$ cat src/rtl/fir_pkg.sv
// rtl/fir_pkg.sv - shared FIR datapath constants and the serializer buffer occupancy type.
package fir_pkg;

  localparam int LANES     = 6;
  localparam int FIR_IN_W  = 16;
  localparam int FIR_ACC_W = 32;
  localparam int OUT_W     = 16;
  localparam int SHIFT     = 15;
  localparam int DEPTH     = 2;

  typedef enum logic [1:0] {
    OCC_EMPTY,
    OCC_PARTIAL,
    OCC_FULL
  } occ_e;

endpackage

$ cat src/rtl/fir_out_serializer_if.sv
// rtl/fir_out_serializer_if.sv - block-in / sample-out stream bundle of the FIR output serializer.
interface fir_out_serializer_if #(
  parameter int LANES = fir_pkg::LANES,
  parameter int IN_W  = fir_pkg::FIR_ACC_W,
  parameter int OUT_W = fir_pkg::OUT_W
);

  logic                  in_valid;
  logic                  in_ready;
  logic [LANES*IN_W-1:0] din;
  logic                  out_valid;
  logic                  out_ready;
  logic [OUT_W-1:0]      dout;
  logic                  dout_sat;
  logic                  dout_last;

  modport slave (
    input  in_valid, din, out_ready,
    output in_ready, out_valid, dout, dout_sat, dout_last
  );

  modport master (
    output in_valid, din, out_ready,
    input  in_ready, out_valid, dout, dout_sat, dout_last
  );

endinterface

$ cat src/rtl/fir_requant.sv
// rtl/fir_requant.sv - one-lane requantizer: arithmetic shift then saturate to OUT_W.
// FIR_OUT_SER_ROUND_EN selects round-half-up; otherwise truncation toward -inf.
module fir_requant #(
  parameter int IN_W  = 32,
  parameter int OUT_W = 16,
  parameter int SHIFT = 15
) (
  input  logic [IN_W-1:0]  i_x,
  output logic [OUT_W-1:0] o_y,
  output logic             o_sat
);

  localparam logic signed [IN_W:0] C_MAX = (IN_W+1)'((64'sd1 <<< (OUT_W - 1)) - 64'sd1);
  localparam logic signed [IN_W:0] C_MIN = ~C_MAX;

  logic signed [IN_W:0] w_ext;
  logic signed [IN_W:0] w_s;
  logic signed [IN_W:0] w_y;

  // One guard bit so the rounding add cannot wrap near full scale.
  assign w_ext = {i_x[IN_W-1], i_x};

`ifdef FIR_OUT_SER_ROUND_EN
  localparam logic signed [IN_W:0] C_RND = (IN_W+1)'(64'sd1 <<< (SHIFT - 1));
  assign w_s = w_ext + C_RND;
`else
  assign w_s = w_ext;
`endif

  assign w_y = w_s >>> SHIFT;

  always_comb begin
    o_y   = w_y[OUT_W-1:0];
    o_sat = 1'b0;
    if (w_y > C_MAX) begin
      o_y   = C_MAX[OUT_W-1:0];
      o_sat = 1'b1;
    end else if (w_y < C_MIN) begin
      o_y   = C_MIN[OUT_W-1:0];
      o_sat = 1'b1;
    end
  end

endmodule

$ cat src/rtl/fir_out_serializer.sv
// rtl/fir_out_serializer.sv - requantizes 6-lane FIR blocks, buffers DEPTH blocks, emits one sample per cycle.
// Rounding mode is chosen in fir_requant by FIR_OUT_SER_ROUND_EN.
module fir_out_serializer #(
  parameter int LANES = fir_pkg::LANES,
  parameter int IN_W  = fir_pkg::FIR_ACC_W,
  parameter int OUT_W = fir_pkg::OUT_W,
  parameter int SHIFT = fir_pkg::SHIFT,
  parameter int DEPTH = fir_pkg::DEPTH
) (
  input logic                 clk,
  input logic                 rst_n,
  fir_out_serializer_if.slave s_if
);

  import fir_pkg::*;

  localparam int PTR_W  = (DEPTH > 1) ? $clog2(DEPTH) : 1;
  localparam int CNT_W  = $clog2(DEPTH + 1);
  localparam int LANE_W = (LANES > 1) ? $clog2(LANES) : 1;

  localparam logic [CNT_W-1:0]  C_FULL = CNT_W'(DEPTH);
  localparam logic [LANE_W-1:0] C_LAST = LANE_W'(LANES - 1);

  logic [OUT_W-1:0]  r_data [DEPTH][LANES];
  logic              r_sat  [DEPTH][LANES];
  logic [PTR_W-1:0]  r_wr_ptr;
  logic [PTR_W-1:0]  r_rd_ptr;
  logic [CNT_W-1:0]  r_count;
  logic [LANE_W-1:0] r_lane;

  logic [OUT_W-1:0]  w_q_y   [LANES];
  logic              w_q_sat [LANES];
  occ_e              w_occ;
  logic              w_push;
  logic              w_pop;
  logic              w_pop_last;

  for (genvar g = 0; g < LANES; g++) begin : g_lane
    fir_requant #(
      .IN_W (IN_W),
      .OUT_W(OUT_W),
      .SHIFT(SHIFT)
    ) u_requant (
      .i_x  (s_if.din[g*IN_W +: IN_W]),
      .o_y  (w_q_y[g]),
      .o_sat(w_q_sat[g])
    );
  end

  always_comb begin
    w_occ = OCC_PARTIAL;
    if (r_count == '0) begin
      w_occ = OCC_EMPTY;
    end else if (r_count == C_FULL) begin
      w_occ = OCC_FULL;
    end
  end

  // Ready looks only at registered occupancy, so a same-cycle pop never frees a full buffer.
  assign s_if.in_ready  = rst_n & (w_occ != OCC_FULL);
  assign s_if.out_valid = (w_occ != OCC_EMPTY);

  assign w_push     = s_if.in_valid & s_if.in_ready;
  assign w_pop      = s_if.out_valid & s_if.out_ready;
  assign w_pop_last = w_pop & (r_lane == C_LAST);

  always_ff @(posedge clk) begin
    if (w_push) begin
      for (int k = 0; k < LANES; k++) begin
        r_data[r_wr_ptr][k] <= w_q_y[k];
        r_sat[r_wr_ptr][k]  <= w_q_sat[k];
      end
    end
  end

  always_ff @(posedge clk) begin
    if (!rst_n) begin
      r_wr_ptr <= '0;
      r_rd_ptr <= '0;
      r_count  <= '0;
      r_lane   <= '0;
    end else begin
      if (w_push) begin
        r_wr_ptr <= r_wr_ptr + 1'b1;
      end
      if (w_pop) begin
        r_lane <= w_pop_last ? '0 : r_lane + 1'b1;
      end
      if (w_pop_last) begin
        r_rd_ptr <= r_rd_ptr + 1'b1;
      end
      case ({w_push, w_pop_last})
        2'b10:   r_count <= r_count + 1'b1;
        2'b01:   r_count <= r_count - 1'b1;
        default: r_count <= r_count;
      endcase
    end
  end

  assign s_if.dout      = r_data[r_rd_ptr][r_lane];
  assign s_if.dout_sat  = r_sat[r_rd_ptr][r_lane];
  assign s_if.dout_last = (r_lane == C_LAST);

endmodule

$ cat src/flat_wrapper.sv
// flat-port wrapper written by rule: the top's interface ports become plain ports
module fir_out_serializer_flat import fir_pkg::*;
#(
  parameter int LANES = fir_pkg::LANES,
  parameter int IN_W  = fir_pkg::FIR_ACC_W,
  parameter int OUT_W = fir_pkg::OUT_W,
  parameter int SHIFT = fir_pkg::SHIFT,
  parameter int DEPTH = fir_pkg::DEPTH
)
  (clk, rst_n, s_if_in_valid, s_if_din, s_if_out_ready, s_if_in_ready, s_if_out_valid, s_if_dout, s_if_dout_sat, s_if_dout_last);
  fir_out_serializer_if #(.LANES(LANES), .IN_W(IN_W), .OUT_W(OUT_W)) s_if_i ();
  input logic clk;
  input logic rst_n;
  input wire logic [$bits(s_if_i.in_valid)-1:0] s_if_in_valid;
  input wire logic [$bits(s_if_i.din)-1:0] s_if_din;
  input wire logic [$bits(s_if_i.out_ready)-1:0] s_if_out_ready;
  output wire logic [$bits(s_if_i.in_ready)-1:0] s_if_in_ready;
  output wire logic [$bits(s_if_i.out_valid)-1:0] s_if_out_valid;
  output wire logic [$bits(s_if_i.dout)-1:0] s_if_dout;
  output wire logic [$bits(s_if_i.dout_sat)-1:0] s_if_dout_sat;
  output wire logic [$bits(s_if_i.dout_last)-1:0] s_if_dout_last;
  assign s_if_i.in_valid = s_if_in_valid;
  assign s_if_i.din = s_if_din;
  assign s_if_i.out_ready = s_if_out_ready;
  assign s_if_in_ready = s_if_i.in_ready;
  assign s_if_out_valid = s_if_i.out_valid;
  assign s_if_dout = s_if_i.dout;
  assign s_if_dout_sat = s_if_i.dout_sat;
  assign s_if_dout_last = s_if_i.dout_last;
  fir_out_serializer #(.LANES(LANES), .IN_W(IN_W), .OUT_W(OUT_W), .SHIFT(SHIFT), .DEPTH(DEPTH)) u_core (.clk(clk), .rst_n(rst_n), .s_if(s_if_i));
endmodule
$ cat config.mk
export PLATFORM = sky130hd
export DESIGN_NAME = fir_out_serializer_flat
export DESIGN_NICKNAME = d
export VERILOG_FILES = /design/src/rtl/fir_pkg.sv /design/src/rtl/fir_out_serializer_if.sv /design/src/rtl/fir_requant.sv /design/src/rtl/fir_out_serializer.sv /design/src/flat_wrapper.sv
export SDC_FILE = /design/constraint.sdc
export NUM_CORES = 1
export LEC_CHECK = 0
export BUFFER_PORTS_ARGS = -buffer_cell sky130_fd_sc_hd__buf_2
export CORE_MARGIN = 1
export CORE_UTILIZATION = 45
export CTS_BUF_LIST = sky130_fd_sc_hd__clkbuf_8
export CTS_CLUSTER_DIAMETER = 80
export CTS_CLUSTER_SIZE = 30
export DETAILED_ROUTE_END_ITERATION = 16
export PLACE_DENSITY = 0.68
export SLEW_MARGIN = 5
export SYNTH_ARGS = -nofsm -noshare
export SYNTH_HDL_FRONTEND = slang
export SYNTH_SLANG_ARGS = --single-unit
$ cat constraint.sdc
create_clock -name clk -period 12.3 [get_ports clk]
set_input_delay 2.46 -clock clk [delete_from_list [all_inputs] [get_ports clk]]
set_output_delay 2.46 -clock clk [all_outputs]
set_load 0.005 [all_outputs]
==> out/metrics.csv, run 1 <==
metric,value,unit
post-synthesis sequential area ratio,66.1,%
Setup WS post-layout,6770,ps
1st-iter DRT viols,464,
Routability Congestion,0.780,
Synth-to-Final Area Change,9.68,%
Power Total,1.26,mW
gr usage total,18.3,%
syn_nets,885,
Synth Warn #,0,
first-pass GRT wire length,30.2,mm
Buffers on Ports,125,
Root Driver,clkbuf_8,
# setup viols final,0,
compound-cell area share of the yosys netlist,7.38,%
Leak Pwr,3.61,nW
Clock Sinks,212,
H-tree Lvls,1,
CTS buffer count,11,
FP Rows,52,
drt pass-1 iters,4,
Post-Syn Area,0.00951,mm²
#FFs+latches synth,212,
remaining global-route overflow,0,
dominant synthesized flop cell,edfxtp_1,
top fanout value on the critical path,36,
Layout Skew,38.9,ps
share of cells above drive strength 1,25.9,%
Post-synth ARST share,0,%
io pins,216,
Chip Width,147,µm
largest family of logic cells by synthesized area,multiplexers,
post-synth cell types,34,
initial core utilization,46.4,%
synthesized-area fraction occupied by xor and xnor cells,0.737,%
Routed WL,19.4,mm
power per standard cell area,120,mW/mm²
status,"complete, no violations",
Slew @ Worst Pin,866,ps
Crit path required time,9840,ps
Post-Synth Simple-Gate Area,7.68,%
MaxCap Viol Count,0,
largest net degree at the start of global routing,53,
# diodes,0,
DR vias,5668,
area share of fa/ha/maj cells after synthesis,1.97,%
hold slack,520,ps
syn avg cell area,13.9,µm²
drt drc,0,
VDD IR-drop max,0.0735,mV
RSZ-0062 raised after global routing,false,
Final Non-Filler Cells,1054,
HP Class,register to register,
pre-CTS setup slack,7010,ps
Vias per Instance,5.38,
hold buffers post-CTS,0,
Syn Inst Count,686,
Clock transition at path regs,170,ps
vias in the first global route,5505,
CTS tree,yes,
WS Path Type,register to output port,
DP Cell Count,1037,
crit path DAT,3070,ps
CTS max path bufs,3,
post-synthesis mux area share,12.2,%
Clock Latency Late Sink,500,ps
"Hold Vio Cnt, Final",0,
crit share post-route,45.0,%
DIE AREA,0.0217,mm²
headroom to the max-slew limit,42.2,%
DP HPWL,12.8,mm
CP Capture Type,output port,
"slowest stage cell, crit path",dfxtp_4,
drt wl/cell,18.4,µm
post-route ant nets,0,
chip height,147,µm
CORE AREA,0.0205,mm²
worst path cell trace,"buf_4, mux4_2, nor2_1, o32ai_1, buf_2",
initial antenna violation count,0,
"Setup Fix Bufs, Post-CTS",0,
fin crit period,5530,ps
Worst path max stage delay,730,ps
Worst Setup Start Kind,register,
number of enable flip-flop cells after synthesis,204,
post-CTS sizing,0,
nets@finish,979,
Max Transition Viols Final,0,
Max Fclk,0.181,GHz
final setup TNS,0,ps
-- kinds of logic (layout without fill, tap and decap cells) --
group | Yosys count | after routing
AO/OA/AOI/OAI | 121 | 121
multiplexers | 68 | 68
flip-flops | 212 | 212
buffers and inverters | 72 | 170
AND/OR/NAND/NOR | 187 | 187
adder cells (fa/ha/maj) | 18 | 18
XOR/XNOR | 8 | 8
-- layout make-up --
type | count | area, µm²
Fill cell | 1732 | 10100
Sequential cell | 212 | 6290
Multi-Input combinational cell | 402 | 2860
Timing Repair Buffer | 130 | 663
Tap cell | 270 | 338
Clock buffer | 11 | 151
Inverter | 23 | 88.8
Clock inverter | 6 | 41.3
-- synthesized netlist by cell type, types with 4 or more instances --
master,number,share of area (%)
buf_1,12,0.47
maj3_1,15,1.6
xor2_1,7,0.64
a21oi_1,7,0.37
dfxtp_1,8,1.7
clkbuf_1,20,0.79
inv_1,23,0.91
edfxtp_1,204,64
mux2_1,17,2.0
buf_2,7,0.37
or3_1,4,0.26
o22ai_1,17,1.1
nand2_1,80,3.2
mux4_2,34,8.1
nor2_1,96,3.8
o21ai_0,78,4.1
mux2_2,14,1.7
o32ai_1,16,1.5
-- report_power, final --
part | internal [mW] | switching [mW] | total, mW
Combinational | 0.0512 | 0.0777 | 0.129
Clock | 0.0901 | 0.205 | 0.295
Sequential | 0.826 | 0.00624 | 0.832
Total | 0.967 | 0.289 | 1.26
-- through the flow --
| stage | util, % | cell area (µm²) |
|---|---|---|
| global route | 50.9 | 10400 |
| floorplan | - | 9510 |
| detailed placement | 50.0 | 10200 |
| global placement | 50.0 | 10200 |
| finish | 50.9 | 10400 |
| CTS | 50.9 | 10400 |
-- routing by layer --
| metal | global-route usage [%] | vias to the layer above | part of all wire (%) |
|---|---|---|---|
| met5 | 0 | - | 0 |
| met2 | 30.3 | 172 | 49 |
| met3 | 2.02 | 22 | 5.2 |
| met1 | 25.7 | 2743 | 44 |
| met4 | 5.26 | 0 | 2.4 |
| li1 | - | 2731 | - |
-- state kept, by name (all words and copies together), names as in the netlist, named ones only --
| register | count |
|---|---|
| u_core.r_lane | 3 |
| u_core.r_count | 2 |
| u_core.r_data | 192 |
| u_core.r_sat | 12 |
| u_core.r_rd_ptr | 1 |
| u_core.r_wr_ptr | 1 |
-- placed cells by master (no fill, tap or decap), types with 11 or more instances in the layout --
cell type	netlist	final
mux4_2	34	34
mux2_1	17	17
buf_2	7	125
o21ai_0	78	78
inv_1	23	24
nand2_1	80	80
clkbuf_8	0	11
nor2_1	96	95
edfxtp_1	204	204
maj3_1	15	15
mux2_2	14	14
o32ai_1	16	16
o22ai_1	17	17
-- worst max-delay path, delay by kind of cell, from the launching register on --
kind                   cells  cell delay [ps]
buffers and inverters      2              850
DFF                        1              730
muxes                      1              580
and+or+nand+nor            1              210
AOI/OAI and AO/OA          1              160
-- path summary, 6_finish.rpt --
check / from / slack (ps) / cells after the start / end
worst min register to register: u_core.r_count[1] / 520 / 2 / u_core.r_count[1]
worst max register to register: u_core.r_count[0] / 9690 / 5 / u_core.r_data[1][20]
worst min-delay path: u_core.r_count[1] / 520 / 2 / u_core.r_count[1]
worst max-delay path: register / 6770 / 5 / s_if_dout[13]
No activity file was read; power rests on OpenSTA's default activity.
==> run 2, diff against run 1 <==
==> constraint.sdc (replaced) <==
create_clock -name clk -period 5.4 [get_ports clk]
set_input_delay 1.08 -clock clk [delete_from_list [all_inputs] [get_ports clk]]
set_output_delay 1.08 -clock clk [all_outputs]
set_load 0.005 [all_outputs]
==> out/metrics.csv, run 2 (synthesized netlist as in run 1, its figures left out) <==
metric,value,unit,change
initial antenna violation count,0,,unchanged
Power Total,2.87,mW,+130%
Pint,2.21,mW,+130%
HP Class,register to register,,
FP Rows,52,,unchanged
Sw Ratio,23.3,%,+0.28 points
MaxCap Viol Count,0,,unchanged
combinational share of power,10.3,%,about the same
CTS tree,yes,,
"Hold Vio Cnt, Final",0,,unchanged
post-route ant nets,0,,unchanged
Routed WL,19.7,mm,+1.2%
Clk network pwr share,23.8,%,+0.3 points
buffers plus inverters on the worst setup path,1,,-1
1st-iter DRT viols,499,,+7.5%
hold buffers post-CTS,0,,unchanged
remaining global-route overflow,0,,unchanged
Crit path required time,4320,ps,-5520 ps
Worst path max stage delay,910,ps,+180 ps
final setup TNS,0,ps,unchanged
Layout Skew,41.8,ps,+2.85 ps
Max Transition Viols Final,0,,unchanged
headroom to the max-slew limit,43.5,%,+1.3 points
io pins,216,,unchanged
most frequent cells in the layout,"edfxtp_1 (204), buf_2 (125), nor2_1 (95), nand2_1 (80), o21ai_0 (78)",,
largest net degree at the start of global routing,55,,+3.8%
CP top delay family,flip-flops,,
Chip Width,147,µm,unchanged
Buffers on Ports,125,,unchanged
gr usage total,18.2,%,-0.079 points
crit share post-route,71.5,%,
Clock transition at path regs,170,ps,about the same
CORE AREA,0.0205,mm²,unchanged
"slowest stage cell, crit path",dfxtp_1,,
Leak Pwr,3.63,nW,+0.53%
Clock Latency Late Sink,510,ps,about the same
Flop pwr share,65.9,%,-0.4 points
DR vias,5754,,+1.5%
status,"complete, no violations",,
CTS max path bufs,3,,unchanged
CTS buffer count,11,,unchanged
CP Capture Type,output port,,
post-CTS sizing,0,,unchanged
vias in the first global route,5606,,+1.8%
# diodes,0,,unchanged
DP Cell Count,1040,,+0.29%
drt drc,0,,unchanged
Worst Setup Start Kind,register,,
chip height,147,µm,unchanged
top flop regs,"u_core.r_data (192), u_core.r_sat (12), u_core.r_lane (3)",,
NetSw,669,µW,+130%
power per standard cell area,275,mW/mm²,+130%
drt pass-1 iters,5,,+1
RSZ-0062 raised after global routing,false,,
DIE AREA,0.0217,mm²,unchanged
Max Fclk,0.259,GHz,
"Setup Fix Bufs, Post-CTS",0,,unchanged
initial core utilization,46.4,%,unchanged
Routability Congestion,0.760,,-2.5%
# setup viols final,0,,unchanged
WS Path Type,register to output port,,
Clock Sinks,212,,unchanged
Vias per Instance,5.45,,+1.3%
drt wl/cell,18.6,µm,+1.0%
max reg flops,192,,unchanged
share of cells above drive strength 1,26.0,%,+0.061 points
Top reg by flops,u_core.r_data,,
Synth-to-Final Area Change,9.99,%,
H-tree Lvls,1,,unchanged
VDD IR-drop max,0.166,mV,+130%
nets@finish,982,,+0.31%
Final Non-Filler Cells,1056,,+0.19%
crit path DAT,2780,ps,-290 ps
worst path cell trace,"nand2_1, o32ai_1, buf_2",,
DP HPWL,13.1,mm,+2.7%
first-pass GRT wire length,30.2,mm,about the same
top fanout value on the critical path,21,,-42%
Root Driver,clkbuf_8,,
"commonest non-fill, non-tap cell in the layout",edfxtp_1,,
Slew @ Worst Pin,846,ps,-19.7 ps
fin crit period,3860,ps,
-- run 2: changes by cell type in the layout (fill, tap and decap cells not counted) --
cell / change
buf_4: +3
clkinv_2: -1
clkinv_8: +1
inv_1: +1
inv_16: +1
inv_6: -2
inv_8: -1
-- run 2: final timing paths --
check / slack (ps) / cells after the start / start / end
min reg2reg: 530 / 2 / u_core.r_rd_ptr / register
max: 1540 / 3 / u_core.r_lane[2] / s_if_dout_sat
max reg2reg: 3120 / 4 / u_core.r_count[0] / u_core.r_sat[1][5]
min: 530 / 2 / u_core.r_rd_ptr / register
-- run 2: metrics by stage --
step	area [µm²]	worst slack (ps)	utilization, %	hold WS (ps)
finish	10500	1540	51.0	527
global route	10500	1380	51.0	553
CTS	10500	1500	51.0	528
detailed placement	10300	2100	50.1	505
global placement	10300	2120	50.1	484
floorplan	9510	1130	-	480
-- run 2: layout make-up --
cell class / count / area, µm²
timing repair buffer: 133 / 686
clock buffer: 11 / 151
clock inverter: 5 / 47.5
tap: 270 / 338
inverter: 23 / 88.8
sequential: 212 / 6290
fill: 1766 / 10000
multi-input combinational: 402 / 2860
-- run 2: worst reg2reg max path, cell delays in order, from the launching register on --
cell and delay, ps:
dfxtp_1 430, nand2b_1 190, nand3_1 160, nor2_4 470
buf_4 630
-- run 2: layer usage --
metal / wire length (µm) / GRT usage (%) / share of wire (%) / vias up
met5: 0 / 0 / 0 / -
met4: 347 / 3.81 / 1.8 / 0
met3: 1020 / 2.02 / 5.2 / 21
met2: 9850 / 31.5 / 50 / 165
met1: 8440 / 25.0 / 43 / 2839
li1: - / - / - / 2729
-- run 2: power by group through the flow --
stage	logic (mW)	registers, mW	clock network [mW]
final	0.296	1.89	0.684
after global routing	0.329	1.90	0.760
after CTS	0.300	1.90	0.707
after detailed placement	0.299	1.93	0
after global placement	0.292	1.93	0
after floorplan	0.173	1.93	0
==> run 3, diff against run 2 <==
--- a/config.mk
+++ b/config.mk
@@ -12,7 +12,7 @@
 export CTS_CLUSTER_DIAMETER = 80
 export CTS_CLUSTER_SIZE = 30
 export DETAILED_ROUTE_END_ITERATION = 16
-export PLACE_DENSITY = 0.68
+export PLACE_DENSITY = 0.71
 export SLEW_MARGIN = 5
 export SYNTH_ARGS = -nofsm -noshare
 export SYNTH_HDL_FRONTEND = slang
==> constraint.sdc (replaced) <==
create_clock -name clk -period 3.44 [get_ports clk]
set_input_delay 0.688 -clock clk [delete_from_list [all_inputs] [get_ports clk]]
set_output_delay 0.688 -clock clk [all_outputs]
set_load 0.005 [all_outputs]
==> out/metrics.csv, run 3 (synthesized netlist as in run 1, its figures left out) <==
metric,value,unit,change
CTS tree,yes,,
Sw Ratio,23.5,%,+0.28 points
status,"complete, no violations",,
Routability Congestion,0.795,,+4.6%
RSZ-0062 raised after global routing,false,,
drt wl/cell,18.2,µm,-2.5%
1st-iter DRT viols,486,,-2.6%
Clock Latency Late Sink,520,ps,about the same
hold depth,1,,-1
Worst Setup Start Kind,register,,
Clock transition at path regs,160,ps,about the same
HP Class,primary input to register,,
# setup viols final,0,,unchanged
top fanout value on the critical path,23,,+9.5%
MaxCap Viol Count,0,,unchanged
DP HPWL,12.9,mm,-1.8%
# diodes,0,,unchanged
remaining global-route overflow,0,,unchanged
Worst path max stage delay,470,ps,-440 ps
Final Non-Filler Cells,1064,,+0.76%
io pins,216,,unchanged
post-route ant nets,0,,unchanged
initial core utilization,46.4,%,unchanged
drt pass-1 iters,5,,unchanged
share of cells above drive strength 1,27.1,%,+1.1 points
H-tree Lvls,1,,unchanged
WS Path Type,register to output port,,
Setup WS post-layout,278,ps,-1260 ps
vias in the first global route,5426,,-3.2%
Clk network pwr share,27.1,%,+3.3 points
"Setup Fix Bufs, Post-CTS",0,,unchanged
Max Fclk,0.316,GHz,
VDD IR-drop max,0.273,mV,+65%
"commonest non-fill, non-tap cell in the layout",edfxtp_1,,
Top reg by flops,u_core.r_data,,
drt drc,0,,unchanged
hold path endpoint,u_core.r_data[0][95],,
"Hold Vio Cnt, Final",0,,unchanged
power per standard cell area,445,mW/mm²,+62%
DP Cell Count,1044,,+0.38%
CORE AREA,0.0205,mm²,unchanged
headroom to the max-slew limit,45.2,%,+1.7 points
RR Endpoint,u_core.r_count[1],,
DR vias,5706,,-0.83%
gr usage total,17.8,%,-0.43 points
crit share post-route,91.9,%,
Leak Pwr,3.68,nW,+1.6%
combinational share of power,9.9,%,-0.4 points
Slew @ Worst Pin,821,ps,-25.1 ps
FP Rows,52,,unchanged
R2R cell count,5,,+1
nets@finish,987,,+0.51%
top flop regs,"u_core.r_data (192), u_core.r_sat (12), u_core.r_lane (3)",,
NetSw,1.11,mW,+66%
Clock Sinks,212,,unchanged
max reg flops,192,,unchanged
Layout Skew,16.3,ps,-25.4 ps
largest net degree at the start of global routing,103,,+87%
Max Transition Viols Final,0,,unchanged
pre-CTS setup slack,810,ps,-1290 ps
Pint,3.61,mW,+64%
hold_sp,s_if_din[31],,
DIE AREA,0.0217,mm²,unchanged
Vias per Instance,5.36,,-1.6%
Crit path required time,2750,ps,-1570 ps
Power Total,4.72,mW,+64%
r2r setup slk,1360,ps,-1760 ps
CTS buffer count,12,,+1
Synth-to-Final Area Change,11.5,%,
worst path cell trace,"buf_4, buf_4, mux4_2, nor2_1, o32ai_1, buf_2",,
fin crit period,3160,ps,
Buffers on Ports,125,,unchanged
post-CTS sizing,0,,unchanged
Worst R2R Start,u_core.r_lane[2],,
CTS max path bufs,3,,unchanged
Chip Width,147,µm,unchanged
most frequent cells in the layout,"edfxtp_1 (204), buf_2 (125), nor2_1 (95), nand2_1 (80), o21ai_0 (78)",,
final setup TNS,0,ps,unchanged
CP top delay family,buffers and inverters,,
Flop pwr share,63.1,%,-2.8 points
hold buffers post-CTS,0,,unchanged
buffers plus inverters on the worst setup path,3,,+2
first-pass GRT wire length,29.4,mm,-2.4%
crit-path most repeated cell,buf_4,,
"slowest stage cell, crit path",o32ai_1,,
Root Driver,clkbuf_8,,
Routed WL,19.3,mm,-1.7%
initial antenna violation count,0,,unchanged
crit path DAT,2470,ps,-310 ps
chip height,147,µm,unchanged
CP Capture Type,output port,,
==> run 3: changes by cell type in the layout (fill, tap and decap cells not counted), moves of 2 or more <==
cell,previous run,this run
inv_8,0,2
clkbuf_8,11,13
buf_12,0,3
clkinv_2,0,2
inv_1,25,22
==> run 3: final cells by class <==
| type | count | area (µm²) |
|---|---|---|
| Clock buffer | 13 | 179 |
| Clock inverter | 7 | 98.8 |
| Fill cell | 1743 | 9890 |
| Inverter | 23 | 87.6 |
| Multi-Input combinational cell | 402 | 2860 |
| Sequential cell | 212 | 6290 |
| Tap cell | 270 | 338 |
| Timing Repair Buffer | 137 | 753 |
==> run 3: how the worst max path moves through the flow <==
stage                                start                  end  slack (ps)  cells past startpoint
after floorplan              s_if_in_valid  u_core.r_data[0][0]         200                      2
after global placement            register         s_if_dout[2]         830                      5
after detailed placement          register         s_if_dout[2]         810                      5
after CTS                         register         s_if_dout[2]         240                      5
after global routing      u_core.r_lane[0]        s_if_dout_sat         180                      6
final                     u_core.r_lane[0]        s_if_dout_sat         280                      6
==> run 3: power by group through the flow <==
| stage | Combinational (mW) | Clock (mW) | Sequential (mW) |
|---|---|---|---|
| after floorplan | 0.273 | 0 | 3.03 |
| after global placement | 0.462 | 0 | 3.03 |
| after detailed placement | 0.471 | 0 | 3.03 |
| after CTS | 0.472 | 1.30 | 2.98 |
| after global routing | 0.519 | 1.39 | 2.98 |
| final | 0.467 | 1.28 | 2.98 |
==> run 3: per-stage QoR <==
stage	utilization (%)	area [µm²]	hold slack [ps]
finish	51.7	10600	402
global route	51.7	10600	380
CTS	51.7	10600	398
detailed placement	50.4	10300	510
global placement	50.4	10300	482
floorplan	-	9520	480
==> run 3: per-layer routing <==
| layer | up-vias | track usage, % | part of all wire [%] |
|---|---|---|---|
| li1 | 2739 | - | - |
| met3 | 23 | 2.67 | 6.1 |
| met5 | - | 0 | 0 |
| met1 | 2782 | 23.8 | 42 |
| met2 | 162 | 30.8 | 51 |
| met4 | 0 | 3.66 | 1.5 |
